--- src/rtl/common_types_pkg.sv ---
// Shared types for the memory subsystem: RAM handshake state, arbiter state,
// latched request bundle and the requester priority pick.
package common_types_pkg;

   localparam int MEM_ADDR_W = 32;
   localparam int MEM_DATA_W = 32;
   localparam int MEM_WEN_W  = MEM_DATA_W / 8;

   typedef enum logic [1:0] {
      RAM_IDLE,
      RAM_WAIT,
      RAM_DONE
   } ram_state_t;

   typedef enum logic [1:0] {
      ARB_IDLE,
      ARB_IBUSY,
      ARB_DBUSY
   } arb_state_t;

   typedef struct packed {
      logic                  ren;
      logic [MEM_WEN_W-1:0]  wen;
      logic [MEM_ADDR_W-1:0] addr;
      logic [MEM_DATA_W-1:0] store;
   } arb_req_t;

   // Data wins unless both sides are pending and the instruction side is preferred.
   function automatic logic grant_data(input logic i_pend,
                                       input logic d_pend,
                                       input logic prefer_i);
      return d_pend && !(i_pend && prefer_i);
   endfunction

endpackage

--- src/rtl/mem_arbiter.sv ---
// Instruction/data arbiter in front of the single-port RAM.
// MEM_ARB_ROUND_ROBIN_EN: alternate grants when both sides are pending.
module mem_arbiter
   import common_types_pkg::*;
#(
   parameter int ADDR_W = MEM_ADDR_W,
   parameter int DATA_W = MEM_DATA_W
) (
   input  logic              clk,
   input  logic              nrst,
   input  logic              i_ren,
   input  logic [ADDR_W-1:0] i_addr,
   output logic [DATA_W-1:0] i_load,
   output logic              i_ready,
   input  logic              d_ren,
   input  logic [3:0]        d_wen,
   input  logic [ADDR_W-1:0] d_addr,
   input  logic [DATA_W-1:0] d_store,
   output logic [DATA_W-1:0] d_load,
   output logic              d_ready,
   output logic              ram_ren,
   output logic [3:0]        ram_wen,
   output logic [ADDR_W-1:0] ram_addr,
   output logic [DATA_W-1:0] ram_store,
   input  logic [DATA_W-1:0] ram_load,
   input  ram_state_t        ram_state
);

   arb_state_t state, nstate;
   arb_req_t   req_q, win, cur;
   logic       i_pend, d_pend, pick_d, prefer_i, done;

   assign i_pend = i_ren;
   assign d_pend = d_ren | (|d_wen);
   assign done   = (ram_state == RAM_DONE);
   assign pick_d = grant_data(i_pend, d_pend, prefer_i);

`ifdef MEM_ARB_ROUND_ROBIN_EN
   logic last_d;

   always_ff @(posedge clk or negedge nrst) begin
      if (!nrst)
         last_d <= 1'b0;
      else if (state == ARB_IDLE && (i_pend || d_pend))
         last_d <= pick_d;
   end

   assign prefer_i = last_d;
`else
   assign prefer_i = 1'b0;
`endif

   always_comb begin
      if (pick_d)
         win = '{ren: d_ren, wen: d_wen, addr: d_addr, store: d_store};
      else
         win = '{ren: i_ren, wen: 4'h0, addr: i_addr, store: '0};
   end

   always_ff @(posedge clk or negedge nrst) begin
      if (!nrst)
         state <= ARB_IDLE;
      else
         state <= nstate;
   end

   // Refreshed every idle cycle; frozen for the whole transaction.
   always_ff @(posedge clk or negedge nrst) begin
      if (!nrst)
         req_q <= '0;
      else if (state == ARB_IDLE)
         req_q <= win;
   end

   always_comb begin
      nstate = state;
      unique case (state)
         ARB_IDLE: begin
            if (pick_d)
               nstate = ARB_DBUSY;
            else if (i_pend)
               nstate = ARB_IBUSY;
         end
         ARB_IBUSY, ARB_DBUSY: begin
            if (done)
               nstate = ARB_IDLE;
         end
         default: nstate = ARB_IDLE;
      endcase
   end

   assign cur = (state == ARB_IDLE) ? win : req_q;

   always_comb begin
      ram_ren   = 1'b0;
      ram_wen   = 4'h0;
      ram_addr  = cur.addr;
      ram_store = cur.store;
      i_ready   = 1'b0;
      d_ready   = 1'b0;
      i_load    = '0;
      d_load    = '0;
      unique case (state)
         ARB_IDLE: begin
            ram_ren = win.ren;
            ram_wen = win.wen;
         end
         ARB_IBUSY: begin
            ram_ren = req_q.ren;
            ram_wen = req_q.wen;
            i_load  = ram_load;
            i_ready = done;
         end
         ARB_DBUSY: begin
            ram_ren = req_q.ren;
            ram_wen = req_q.wen;
            d_load  = ram_load;
            d_ready = done;
         end
         default: ;
      endcase
      // Requests still held during reset must not reach the RAM.
      if (!nrst) begin
         ram_ren = 1'b0;
         ram_wen = 4'h0;
         i_ready = 1'b0;
         d_ready = 1'b0;
      end
   end

endmodule

--- config.mk ---
export PLATFORM = sky130hd
export DESIGN_NAME = mem_arbiter
export DESIGN_NICKNAME = d
export VERILOG_FILES = /design/src/rtl/common_types_pkg.sv /design/src/rtl/mem_arbiter.sv
export SDC_FILE = /design/constraint.sdc
export NUM_CORES = 1
export LEC_CHECK = 0
export ABC_AREA = 1
export CAP_MARGIN = 20
export CORE_MARGIN = 5
export CORE_UTILIZATION = 25
export CTS_BUF_LIST = sky130_fd_sc_hd__clkbuf_4 sky130_fd_sc_hd__clkbuf_8
export DETAILED_ROUTE_END_ITERATION = 16
export PLACE_DENSITY = 0.67
export SYNTH_ARGS = -nofsm -noshare
export SYNTH_HDL_FRONTEND = slang
export SYNTH_SLANG_ARGS = --single-unit
--- constraint.sdc ---
create_clock -name clk -period 1.61 [get_ports clk]
set_clock_uncertainty 0.1 [all_clocks]
set_input_delay 0.2415 -clock clk [delete_from_list [all_inputs] [get_ports clk]]
set_output_delay 0.2415 -clock clk [all_outputs]
set_load 0.05 [all_outputs]
Word-level counts from Yosys, hierarchy flattened:

Cells that the tools add are included.

* flip-flop bits (word level): 71
* bits of input ports: 138
* output and inout bits: 135
* logic and storage cells: 31

* equal/unequal tests: 5
* multiplexer cells: 16
* bitwise operators: 1
* reductions and logical operators: 4

Operators with widths (count)
* $mux 69: 1
* $mux 32: 2
* $mux 64: 1
* $pmux 4 s2: 1
* $mux 2: 3
* $mux 1: 5
* $eq 2x2->1 const B: 2
* $mux 4: 1
* $pmux 2 s2: 1
* $reduce_or 4->1: 1
* $ne 3x3->1 const B: 1
* $eq 2x1->1 const B: 1
* $logic_not 2->1: 1
* $ne 2x1->1 const B: 1
* $pmux 1 s2: 1
* $reduce_and 2->1: 1
* $reduce_or 2->1: 1
* $or 1x1->1: 1

Logic depth before layout (Yosys ltp):

Gate-level depths: netlist of run 1.

* depth in word-level cells: 5
* depth in mapped cells: 9
* gate-level depth less buffers: 7

Worst setup path after synthesis of run 1:

Ideal clock, no wire load.

* kind: reg2reg
* from: register state[0]
* to: register req_q[60] in the netlist's numbering
* library setup time: 0.326 ns
* arrival time: 1.567 ns
* data required time: 1.184 ns
* setup slack: -0.383 ns
* stages on the path, launching flop included: 10
* path buffers: 3
* period minus slack after synthesis: 1.993 ns
* path through: dfrtp_1 -> inv_1 -> ha_1 -> buf_2 -> nand2_1 -> inv_2 -> buf_6 -> buf_6 -> nand2_1 -> nand3_1

* longest elaborated chain between the ends: 2

RTL lines
* start: declaration: line mem_arbiter.sv:29 `arb_state_t state, nstate;`
* start signal: assignment: line mem_arbiter.sv:64 `state <= nstate;`
* $logic_not 2->1
* $mux 64
* via ram_addr[28]: line mem_arbiter.sv:23 `output logic [ADDR_W-1:0] ram_addr,`
* end signal: assignment: line mem_arbiter.sv:72 `req_q <= win;`
* end: declaration: line mem_arbiter.sv:30 `arb_req_t req_q, win, cur;`

The timed path passes the listed nets, and every way through them passes these cells.
A chain may end at the register's enable or synchronous reset.

Worst setup path after layout of run 1:

* from: input d_wen[0]
* to: output ram_addr[20]

* longest elaborated chain between the ends: 4

RTL lines
* start: declaration: line mem_arbiter.sv:16 `input logic [3:0] d_wen,`
* $reduce_or 4->1: line mem_arbiter.sv:34 `assign d_pend = d_ren | (|d_wen);`
* $or 1x1->1: line mem_arbiter.sv:34
* $mux 69: line mem_arbiter.sv:54 `if (pick_d)`
* $mux 64
* end: declaration: line mem_arbiter.sv:23

No other way between the ends.

==> results of run 1 <==
routing by layer:
metal,vias up,global-route usage [%]
met5,-,0
met4,0,7.702
met3,44,8.964
met2,229,39.41
met1,2231,23.20
li1,2149,-
where the power goes:
group / internal [mW] / switching [mW] / total, mW / leakage (nW)
clock: 0.880 / 0.701 / 1.58 / 0.110
combinational: 7.65 / 9.32 / 17.0 / 3.94
sequential: 2.65 / 0.277 / 2.92 / 0.865
total: 11.2 / 10.3 / 21.5 / 4.92
area by class of cell:
cell class / count / share of cell area (%)
well taps: 180 / 2.085
inverters: 73 / 4.785
repair buffers: 337 / 45.96
clock inverters: 2 / 0.3475
clock buffers: 14 / 1.668
flip-flops and latches: 71 / 16.45
repair inverters: 1 / 0.08109
multi-input cells: 342 / 28.63
state kept, by name, summed over array words and instances, names as in the netlist:
| name | cells |
|---|---|
| req_q | 69 |
| state | 2 |
cells in the final DEF (no fill, tap or decap), types with 6 or more instances in the layout:
cell type          n
clkinvlp_4        61
nand2_2           57
nand3_4           33
nand2_1           99
clkdlybuf4s50_1  132
clkbuf_8          12
dfrtp_1           71
clkbuf_16          6
buf_12           150
buf_4             35
nand2_4          131
worst paths after layout:
check / endpoint / depth (start not counted) / slack, ns / start
worst max-delay path: ram_addr[20] / 9 / -0.58 / d_wen[0]
worst min-delay path: req_q[15] / 2 / 0.08 / nrst
worst max register to register: req_q[58] / 10 / -0.12 / state[0]
worst min register to register: req_q[64] / 2 / 0.38 / req_q[64]
max in group asynchronous: req_q[64] / 3 / 0.71 / nrst
min in group clk: req_q[67] / 3 / 0.19 / d_wen[3]
cells by family after synthesis:
family	Yosys count	share of synthesized area [%]
AOI/OAI and AO/OA	6	0.9021
DFF	71	49.27
adders and majority gates	4	1.388
buffers and inverters	99	12.04
and+or+nand+nor	332	36.40
critical path, stage by stage:
cell             delay [ns]
clkdlybuf4s50_1        0.47
inv_1                  0.15
nand3_4                0.14
nor2_4                 0.24
buf_12                 0.15
buf_16                 0.13
nand2_2                0.07
nand3_4                0.08
buf_12                 0.14
synthesized netlist by cell type:
library cell / number
nand2_1: 290
inv_2: 2
inv_1: 71
clkbuf_1: 12
o21bai_1: 1
buf_6: 6
nand3_2: 1
nor2_4: 2
nor2_1: 4
dfrtp_1: 71
a21oi_1: 5
nor2_2: 1
buf_2: 5
buf_4: 3
ha_1: 4
nand3_1: 34
metrics by stage:
stage / util [%] / cell area, um^2 / cells / total power, mW / setup WS, ns
after floorplan: - / 4775 / 512 / 11.07 / -0.1110
after global placement: 65.41 / 9150 / 969 / 17.68 / -0.5146
after detailed placement: 65.41 / 9150 / 969 / 17.90 / -0.5910
after CTS: 73.62 / 10300 / 1008 / 20.96 / -0.5854
after global routing: 77.21 / 10800 / 1020 / 22.36 / -0.6426
final: 77.21 / 10800 / 1020 / 21.47 / -0.5778
timing repair:
action | CTS | global route
gates cloned | 10 | 7
setup buffers | 12 | 13
pin swaps | 36 | 8
resized for setup | 162 | 83
hold buffers | 1 | 0
endpoints found under the hold margin | 11 | 0
setup endpoints to repair | 146 | 146
==> out/summary.txt, run 1 <==
status: finished, violations left
failing checks: negative setup slack
Pre-Repair DR Iteration Count: 4
Final Cycle Share: 135.9%
CP Data Required Time: 1.27 ns
cell area after synthesis: 3606 um^2
post-layout min period: 2.188 ns
max-cap viol count: 0
Die Width: 130.1 um
Worst Tran Pin Value: 0.8125 ns
initial antenna violation count: 0
setup TNS: -62.30 ns
wl on met1: 6.720 mm
Slew Limit Headroom: 45.84%
CTS sink count: 71
Avg Cell Area, Syn: 7.043 um^2
TritonCTS clock tree: built
startpoint types: input port
mean routed wirelength per cell: 19.45 um
final slew viol count: 0
Synth Instances: 512
Setup CP Type: input port to output pin
Ys Warns: 0
via/cell ratio: 4.562
vias in the first global route: 5198
WL met3: 2.056 mm
RSZ-0062 raised after global routing: yes
core area: 13990 um^2
DRT iter0 DRCs: 103
CP endpoint kind: output pin
minimum hold slack: 0.08281 ns
total global-route track usage: 21.97%
Rows: 43
fraction of layout cells with a size suffix above 1: 62.26%
hpwl dp: 13.12 mm
leading area contributor after synthesis: dfrtp_1
Power Dens Cells: 1988 nW/um^2
IO Port Bufs: 272
clock latency on the worst-skew pair: 0.35 ns
GRT overflow: 0
# H-tree levels: 3
Routed Antenna Nets: 0
post-synth top area share: 49.27%
metal2 WL: 10.36 mm
crit path DAT: 1.85 ns
Synth area leaders: dfrtp_1, nand2_1, inv_1, nand3_1, buf_6
fill count: 825
Min-Delay Path Class: input port to async pin
drt drc: 0
critical path peak fanout: 8
first-pass GRT wire length: 28.35 mm
final setup margin: -0.5778 ns
fin nets: 977
drt total wl: 19.84 mm
FF+latch area: 1777 um^2
VDD IR max: 1.579 mV
total CTS buffers: 9
leakage: 4.916 nW
endpoints failing hold: 0
clock buffer depth: 2
num ports: 273
area added between synthesis and finish: 199.5%
Vias: 4653
diode count: 0
Die Span Y: 130.1 um
Die ar.: 16930 um^2
routability congestion estimate: 0.8862
Root Buffer: clkbuf_8
largest net degree at the start of global routing: 65
post-synthesis sequential area ratio: 49.27%
Achievable Freq: 457.1 MHz
Yosys reg bits: 71
count of final setup violators: 148
Netlist cell types: 16
uppermost routed layer: met4
Worst-path clk slew: 0.07 ns
area of the multi-input gates: 3092 um^2
total nets after synthesis: 654
Initial Util: 25.78%
No activity file was read; power rests on OpenSTA's default activity.
==> inputs of run 2 (changes only) <==
Settings changed: REMOVE_ABC_BUFFERS set to 1.
==> run 2 against run 1 <==
  * The flow still finishes with violations (negative setup slack)
  * Fmax down 1.7%
  * Non-clock buffer count up 20
  * Hold slack better by 0.15 ns
  * Setup slack got worse by 0.037 ns
  * Register-to-register slack got worse by 0.09 ns
  * Global-route usage down 2.4 points
  * Cell area shrank 11%
  * Flip-flop and latch count unchanged
  * Combinational power decreased by 8%
  * Critical path type unchanged
==> out/summary.txt, run 2 (synthesis results as in run 1) <==
first-pass GRT wire length: 25.22 mm (-11%)
Worst Tran Pin Value: 0.4627 ns (-0.3497 ns)
Die ar.: 16930 um^2 (unchanged)
Biggest register: req_q
setup TNS: -57.94 ns (+4.359 ns)
initial antenna violation count: 0 (unchanged)
total CTS buffers: 9 (unchanged)
leakage: 4.798 nW (-2.4%)
drt total wl: 17.96 mm (-9.4%)
core area: 13990 um^2 (unchanged)
num ports: 273 (unchanged)
Initial Util: 25.78% (unchanged)
Inst Count DP: 979 (+1.0%)
total global-route track usage: 19.53% (-2.4 points)
vias in the first global route: 4787 (-7.9%)
CTS sink count: 71 (unchanged)
Routed Antenna Nets: 0 (unchanged)
critical path peak fanout: 5 (-3)
largest net degree at the start of global routing: 42 (-35%)
Top Registers: req_q: 69 flops, state: 2 flops
Rows: 43 (unchanged)
drt drc: 0 (unchanged)
diode count: 0 (unchanged)
fill count: 954 (+16%)
Min-Delay Path Class: input port to async pin
Die Span Y: 130.1 um (unchanged)
failing checks: negative setup slack
Slew Limit Headroom: 69.15% (+23 points)
pre-CTS setup slack: -0.4942 ns (+0.09681 ns)
# H-tree levels: 3 (unchanged)
clock latency on the worst-skew pair: 0.35 ns (about the same)
max-cap viol count: 0 (unchanged)
Finished Layout Cells: 1039 (+1.9%)
Worst-path clk slew: 0.09 ns (+0.02 ns)
Final Cycle Share: 138.2% (+2.3 points)
Setup CP Type: input port to output pin
final slew viol count: 0 (unchanged)
post-layout min period: 2.225 ns (+0.03688 ns)
Root Buffer: clkbuf_8
GRT overflow: 0 (unchanged)
CP Data Required Time: 1.27 ns (about the same)
Power Dens Cells: 2104 nW/um^2 (+5.8%)
Pre-Repair DR Iteration Count: 4 (unchanged)
endpoints failing hold: 0 (unchanged)
Die Width: 130.1 um (unchanged)
crit path DAT: 1.88 ns (+0.03 ns)
area added between synthesis and finish: 167.5%
minimum hold slack: 0.2320 ns (+0.1492 ns)
area of the multi-input gates: 2052 um^2 (-34%)
FF+latch area: 1777 um^2 (unchanged)
RSZ-0062 raised after global routing: yes
Placed Instance Area: 8138 um^2 (-11%)
met1 GRT Util: 20.57% (-2.6 points)
number of flip-flops under the largest register name: 69 (unchanged)
startpoint types: input port
clock buffer depth: 2 (unchanged)
via/cell ratio: 4.453 (-2.4%)
met3 usage: 6.631% (-2.3 points)
status: finished, violations left
most frequent cells in the layout: nand2_1, buf_12, clkdlybuf4s50_1
count of final setup violators: 150 (+1.4%)
mean routed wirelength per cell: 17.29 um (-11%)
Achievable Freq: 449.5 MHz (-1.7%)
Vias: 4627 (-0.56%)
commonest non-fill, non-tap cell in the layout: nand2_1
fin area: 9644 um^2 (-11%)
routability congestion estimate: 0.8239 (-7.0%)
gr busiest metal: met2
fin nets: 996 (+1.9%)
TritonCTS clock tree: built
final setup margin: -0.6147 ns (-0.03688 ns)
grt met2 use: 35.67% (-3.7 points)
fraction of layout cells with a size suffix above 1: 50.64% (-12 points)
IO Port Bufs: 272 (unchanged)
DRT iter0 DRCs: 118 (+15%)
hpwl dp: 11.48 mm (-12%)
CP endpoint kind: output pin
VDD IR max: 1.553 mV (-1.6%)
[run 2: cell count changes in the layout (fill, tap and decap cells not counted), sizes merged]
cell / before / now
clkinv: 1 / 3
dlymetal6s2s: 3 / 4
buf: 194 / 217
bufinv: 1 / 2
clkbuf: 20 / 12
inv: 13 / 75
dlygate4sd2: 1 / 0
clkinvlp: 61 / 0
[run 2: final timing paths]
check / start / end / slack, ns / cells past startpoint
worst min register to register: req_q[65] / req_q[65] / 0.39 / 2
min in group clk: d_wen[3] / req_q[67] / 0.24 / 4
worst min-delay path: nrst / req_q[48] / 0.23 / 2
worst max register to register: state[0] / req_q[38] / -0.21 / 12
worst max-delay path: d_ren / ram_addr[21] / -0.61 / 10
max in group asynchronous: nrst / req_q[30] / 0.46 / 3
[run 2: final cells by class]
| cell class | instances | share of cell area [%] |
|---|---|---|
| sequential | 71 | 18.42 |
| clock inverter | 7 | 1.064 |
| clock buffer | 9 | 1.284 |
| inverter | 73 | 2.945 |
| tap | 180 | 2.335 |
| multi-input combinational | 342 | 21.28 |
| timing repair buffer | 357 | 52.67 |
[run 2: power by group]
part	switching [mW]	internal [mW]	total, mW
clock network	0.775	0.895	1.67
registers	0.267	2.64	2.91
logic	8.43	7.28	15.7
total	9.47	10.8	20.3
[run 2: layer usage]
metal / vias to the layer above / wire length [um]
met3: 26 / 1846
met1: 2161 / 6148
met5: - / 0
met2: 251 / 9533
met4: 0 / 433
li1: 2189 / -
[run 2: per-stage QoR]
stage	util [%]	power (mW)
after global placement	58.18	16.14
final	68.94	20.30
after global routing	68.94	21.17
after CTS	65.72	19.40
after detailed placement	58.18	16.26
after floorplan	-	8.951
[run 2: timing repair]
action,4_1_cts,5_1_grt
setup buffers,17,16
gates resized for setup,188,73
pin swaps,36,12
hold endpoints to repair,71,0
setup endpoints to repair,145,145
hold buffers,1,0
gates cloned,9,4
[run 2: worst max-delay path, stage by stage]
cell,delay (ns)
clkdlybuf4s50_1,0.43
nor2_2,0.17
nand3_2,0.13
nand2_1,0.14
clkinv_4,0.13
buf_6,0.15
buf_4,0.12
nand2_1,0.10
nand3_4,0.10
buf_12,0.16
==> inputs of run 3 (changes only) <==
Settings changed: ABC_CLOCK_PERIOD_IN_PS set to 1610, REMOVE_ABC_BUFFERS 1 to unset.
==> results of run 3 <==
The final DEF is identical to that of run 1; final timing and power are the same.
==> RTL edit 1 (config.mk and constraints of run 3) <==
Set the package constant `MEM_ADDR_W` to 36 (it was 32).
--- a/src/rtl/common_types_pkg.sv
+++ b/src/rtl/common_types_pkg.sv
@@ -4,3 +4,3 @@
 
-   localparam int MEM_ADDR_W = 32;
+   localparam int MEM_ADDR_W = 36;
    localparam int MEM_DATA_W = 32;
Interface: changed (resized d_addr, i_addr and ram_addr); port bits go from 273 to 285. The function was not compared with the original's and may differ.
==> RTL edit 1 against run 3 <==
  * Setup slack improved by 0.011 ns
  * Global-route usage down 1.9 points
  * Sequential cell count increased by 4
  * Routed wire length shrank 9.5%
  * The run still ends with negative setup slack left
  * Non-clock buffer count rose by 5
  * Power fell by 0.13%
  * Register-to-register slack better by 0.17 ns
  * Final area shrank 0.47%
  * Synthesized area up 4.8%
==> RTL edit 1: results (changes against run 3) <==
- Status: finished with violations
- Failing checks: negative setup slack
- Vias in the first global route: 4902 (-5.7%)
- Synth warn: 0 (unchanged)
- Actual slew at the worst max-slew pin: 0.957 ns (+0.145 ns)
- First-pass GRT wire length: 27700 µm (-2.2%)
- CTS clock-pin slew for the worst setup and hold paths: 0.08 ns
- Top FF cell, synth: dfrtp_1
- Leakage: 4.81 nW (-2.2%)
- Clk sinks: 75 (+5.6%)
- Peak VDD IR: 1.41 mV (-11%)
- Synth top area cells: dfrtp_1 (50%), nand2_1 (30%), inv_1 (7.2%), nand3_1 (4.9%), buf_2 (1.6%)
- GP Congestion: 0.789 (-11%)
- Hold crit path type: in -> async
- Non-filler cells, final: 1053 (+3.2%)
- GRT Resource Usage Total: 20.0% (-1.9 points)
- Share of post-route cells with drive strength above 1: 55.9% (-6.4 points)
- Vias/cell: 4.34 (-4.9%)
- Port Buffers: 284 (+4.4%)
- Setup-failing EPs final: 139 (-6.1%)
- # fillers: 1010 (+22%)
- Clk root buf: clkbuf_8
- Clock insertion delay at the later pin of the skew report: between 0.3 and 0.4 ns
- Synth unique cells: 16 (unchanged)
- Largest net degree at the start of global routing: 73 (+12%)
- Biggest regs: req_q: 73 flops, state: 2 flops
- Initial antenna violation count: 1 (+1)
- Crit-path max FO: 5 (-3)
- Slack of the critical path: -0.567 ns (+0.0110 ns)
- DR pass1 iterations: 4 (unchanged)
- Drt drc: 0 (unchanged)
- TritonCTS buffer count: 9 (unchanged)
- Initial DRC count: 118 (+15%)
- R2R depth: 9 (-1)
- Register area share after synthesis: 49.7% (+0.41 points)
- Post-synth ARST share: 100% (unchanged)
- CTS H-Tree Depth: 3 (unchanged)
- Syn_nets: 683 (+4.4%)
- Commonest cells in the netlist: nand2_1 (302), dfrtp_1 (75), inv_1 (72)
- CTS Buffer Depth: 2 (unchanged)
- Setup TNS: -63.34 ns (-1.05 ns)
- Dpl hpwl: 12900 µm (-1.9%)
- Flop2flop setup slack: 0.05 ns (+0.17 ns)
- Syn avg cell area: 7.09 µm² (+0.63%)
- Placed Cells: 1015 (+4.7%)
- P_sw: 10.2 mW (-0.76%)
- DR WL/cell: 17.0 µm (-12%)
## RTL edit 1: cells by family (layout without fill, tap and decap cells)
kind of cell | count (synthesis) | after routing | synth area share, %
flip-flops | 75 | 75 | 49.7
buffers and inverters | 100 | 431 | 11.5
other | 0 | 1 | 0
AO/OA/AOI/OAI | 6 | 6 | 0.861
AND/OR/NAND/NOR | 348 | 348 | 36.6
adder cells (fa/ha/maj) | 4 | 4 | 1.32
## RTL edit 1: path summary, 6_finish.rpt
check                      startpoint          to
hold / removal                   nrst   req_q[69]
max in group asynchronous        nrst   req_q[65]
min in group clk             d_wen[3]   req_q[72]
setup / recovery             state[1]  i_load[17]
setup reg to reg             state[1]    state[1]
hold reg to reg             req_q[69]   req_q[69]
## RTL edit 1: area by class of cell
class | instances | area (µm²) | area share (%)
Timing Repair Buffer | 342 | 5020 | 46.7
Multi-Input combinational cell | 358 | 2900 | 27.0
Sequential cell | 75 | 1880 | 17.5
Inverter | 73 | 507 | 4.71
Tap cell | 188 | 235 | 2.19
Clock buffer | 14 | 168 | 1.56
Clock inverter | 2 | 35.0 | 0.326
Antenna cell | 1 | 2.50 | 0.0233
## RTL edit 1: through the flow
step / hold WS (ns) / utilization [%] / worst slack, ns / cell area, µm² / power, mW
final: 0.109 / 71.5 / -0.567 / 10700 / 21.4
after global routing: 0.203 / 71.5 / -0.646 / 10700 / 22.4
after CTS: 0.159 / 70.4 / -0.548 / 10600 / 21.4
after global placement: -0.0415 / 63.1 / -0.458 / 9490 / 18.4
after detailed placement: -0.0346 / 63.1 / -0.479 / 9490 / 18.6
after floorplan: -0.154 / - / -0.111 / 4890 / 11.5
## RTL edit 1: critical path, stage by stage (launching register included)
cell	delay (ns)
dfrtp_1	0.37
inv_2	0.06
buf_4	0.13
buf_6	0.11
ha_4	0.18
buf_12	0.14
buf_16	0.15
nand2_4	0.07
clkinvlp_4	0.11
buf_12	0.15
## RTL edit 1: per-layer routing
layer	up-vias	GRT usage [%]	part of all wire [%]
li1	2218	-	-
met1	2132	22.8	38
met2	207	35.6	52
met3	13	7.41	9.4
met4	0	4.68	1.4
met5	-	0	0
## RTL edit 1: power by group through the flow
stage	logic, mW	registers (mW)	clock network (mW)
detailed placement	15.5	3.13	0
floorplan	8.40	3.07	0
global route	17.6	3.18	1.65
CTS	16.7	3.10	1.58
finish	16.8	3.09	1.52
global placement	15.3	3.10	0
## RTL edit 1: timing repair
action	in CTS	in global routing
cloned	9	1
hold endpoints to repair	3	0
endpoints found under the setup margin	139	140
setup buffers	8	7
gates resized for setup	173	47
pin swaps	6	7
hold buffers	1	0
==> RTL edit 2 (settings of run 3) <==
Without the edit above. Add a define of `MEM_ARB_ROUND_ROBIN_EN`.
--- a/src/rtl/mem_arbiter.sv
+++ b/src/rtl/mem_arbiter.sv
@@ -2,2 +2,4 @@
 // MEM_ARB_ROUND_ROBIN_EN: alternate grants when both sides are pending.
+`define MEM_ARB_ROUND_ROBIN_EN
+
 module mem_arbiter
Function: changed (a bounded check fails within 4 cycles, from zero or initial values and one cycle with nrst low).
==> RTL edit 2 against run 3 <==
  * The flow still finishes with violations (negative setup slack)
  * Sequential share of layout area decreased by 0.64 points
  * Routed wire length grew 11%
  * Clock power increased by 17%
  * Sequential power is 2% higher
  * Sequential cell count increased by 1
  * Synthesized area rose by 2.6%
  * Setup slack worse by 0.10 ns
  * Power increased by 30%
  * Final area increased by 5.5%
  * Register-to-register slack lost 0.42 ns
==> RTL edit 2: results (changes against run 3) <==
- Area share of buffers outside the clock network: 48.4% (+2.4 points)
- Slack of the critical path: -0.680 ns (-0.102 ns)
- Status: finished with violations
- Largest net degree at the start of global routing: 67 (+3.1%)
- Cells after synthesis: 520 (+1.6%)
- Leakage: 5.16 nW (+4.9%)
- Setup TNS: -71.79 ns (-9.49 ns)
- Placed Cells: 984 (+1.5%)
- First-pass GRT wire length: 32000 µm (+13%)
- Total wire length: 22100 µm (+11%)
- Syn_nets: 662 (+1.2%)
- Synth top area cells: dfrtp_1 (49%), nand2_1 (26%), nand3_1 (9.3%), inv_1 (7.1%), buf_6 (1.8%)
- Met2 Usage GRT: 42.7% (+3.3 points)
- Wire length on met3: 1740 µm (-16%)
- Post-layout nets: 1029 (+5.3%)
- Clk sinks: 72 (+1.4%)
- Sw Ratio: 47.7% (-0.26 points)
- Max stage delay on crit path: 0.40 ns (-0.07 ns)
- Setup-failing EPs final: 158 (+6.8%)
- M1 GR Usage: 24.4% (+1.2 points)
- Fraction of area in multi-input gates: 27.2% (-1.5 points)
- Initial antenna violation count: 2 (+2)
- Post-CTS Resized: 226 (+40%)
- Clock network share of area: 2.19% (+0.17 points)
- Met3 usage: 8.52% (-0.44 points)
- Sequential Power Share: 10.6% (-3.0 points)
- Failing checks: negative setup slack
- Inverters, non-clock: 72 (-2.7%)
- Share of post-route cells with drive strength above 1: 63.5% (+1.2 points)
- Initial DRC count: 148 (+44%)
RTL edit 2: cell types whose count changed after synthesis, sizes merged:
cell and delta:
nand3 +35, inv -1, dfrtp +1, nand4 +5, o21ai +1, buf -1, clkbuf +5, o21bai -1
nand2 -36
RTL edit 2: through the flow:
step	setup slack (ns)	utilization (%)	area [µm²]	total power, mW
3_5_place_dp	-0.533	63.2	9190	21.3
2_1_floorplan	-0.142	-	4710	12.8
3_3_place_gp	-0.502	63.2	9190	21.1
6_report	-0.680	78.4	11400	28.0
4_1_cts	-0.627	75.6	11000	26.8
5_1_grt	-0.741	78.4	11400	29.0
RTL edit 2: worst paths after layout:
kind	cells after the start	startpoint	to
max	11	state[1]	ram_store[11]
min	2	nrst	req_q[68]
max reg2reg	12	state[1]	req_q[66]
min reg2reg	2	last_d	last_d
max in group asynchronous	2	nrst	req_q[53]
min in group clk	3	d_wen[1]	req_q[65]
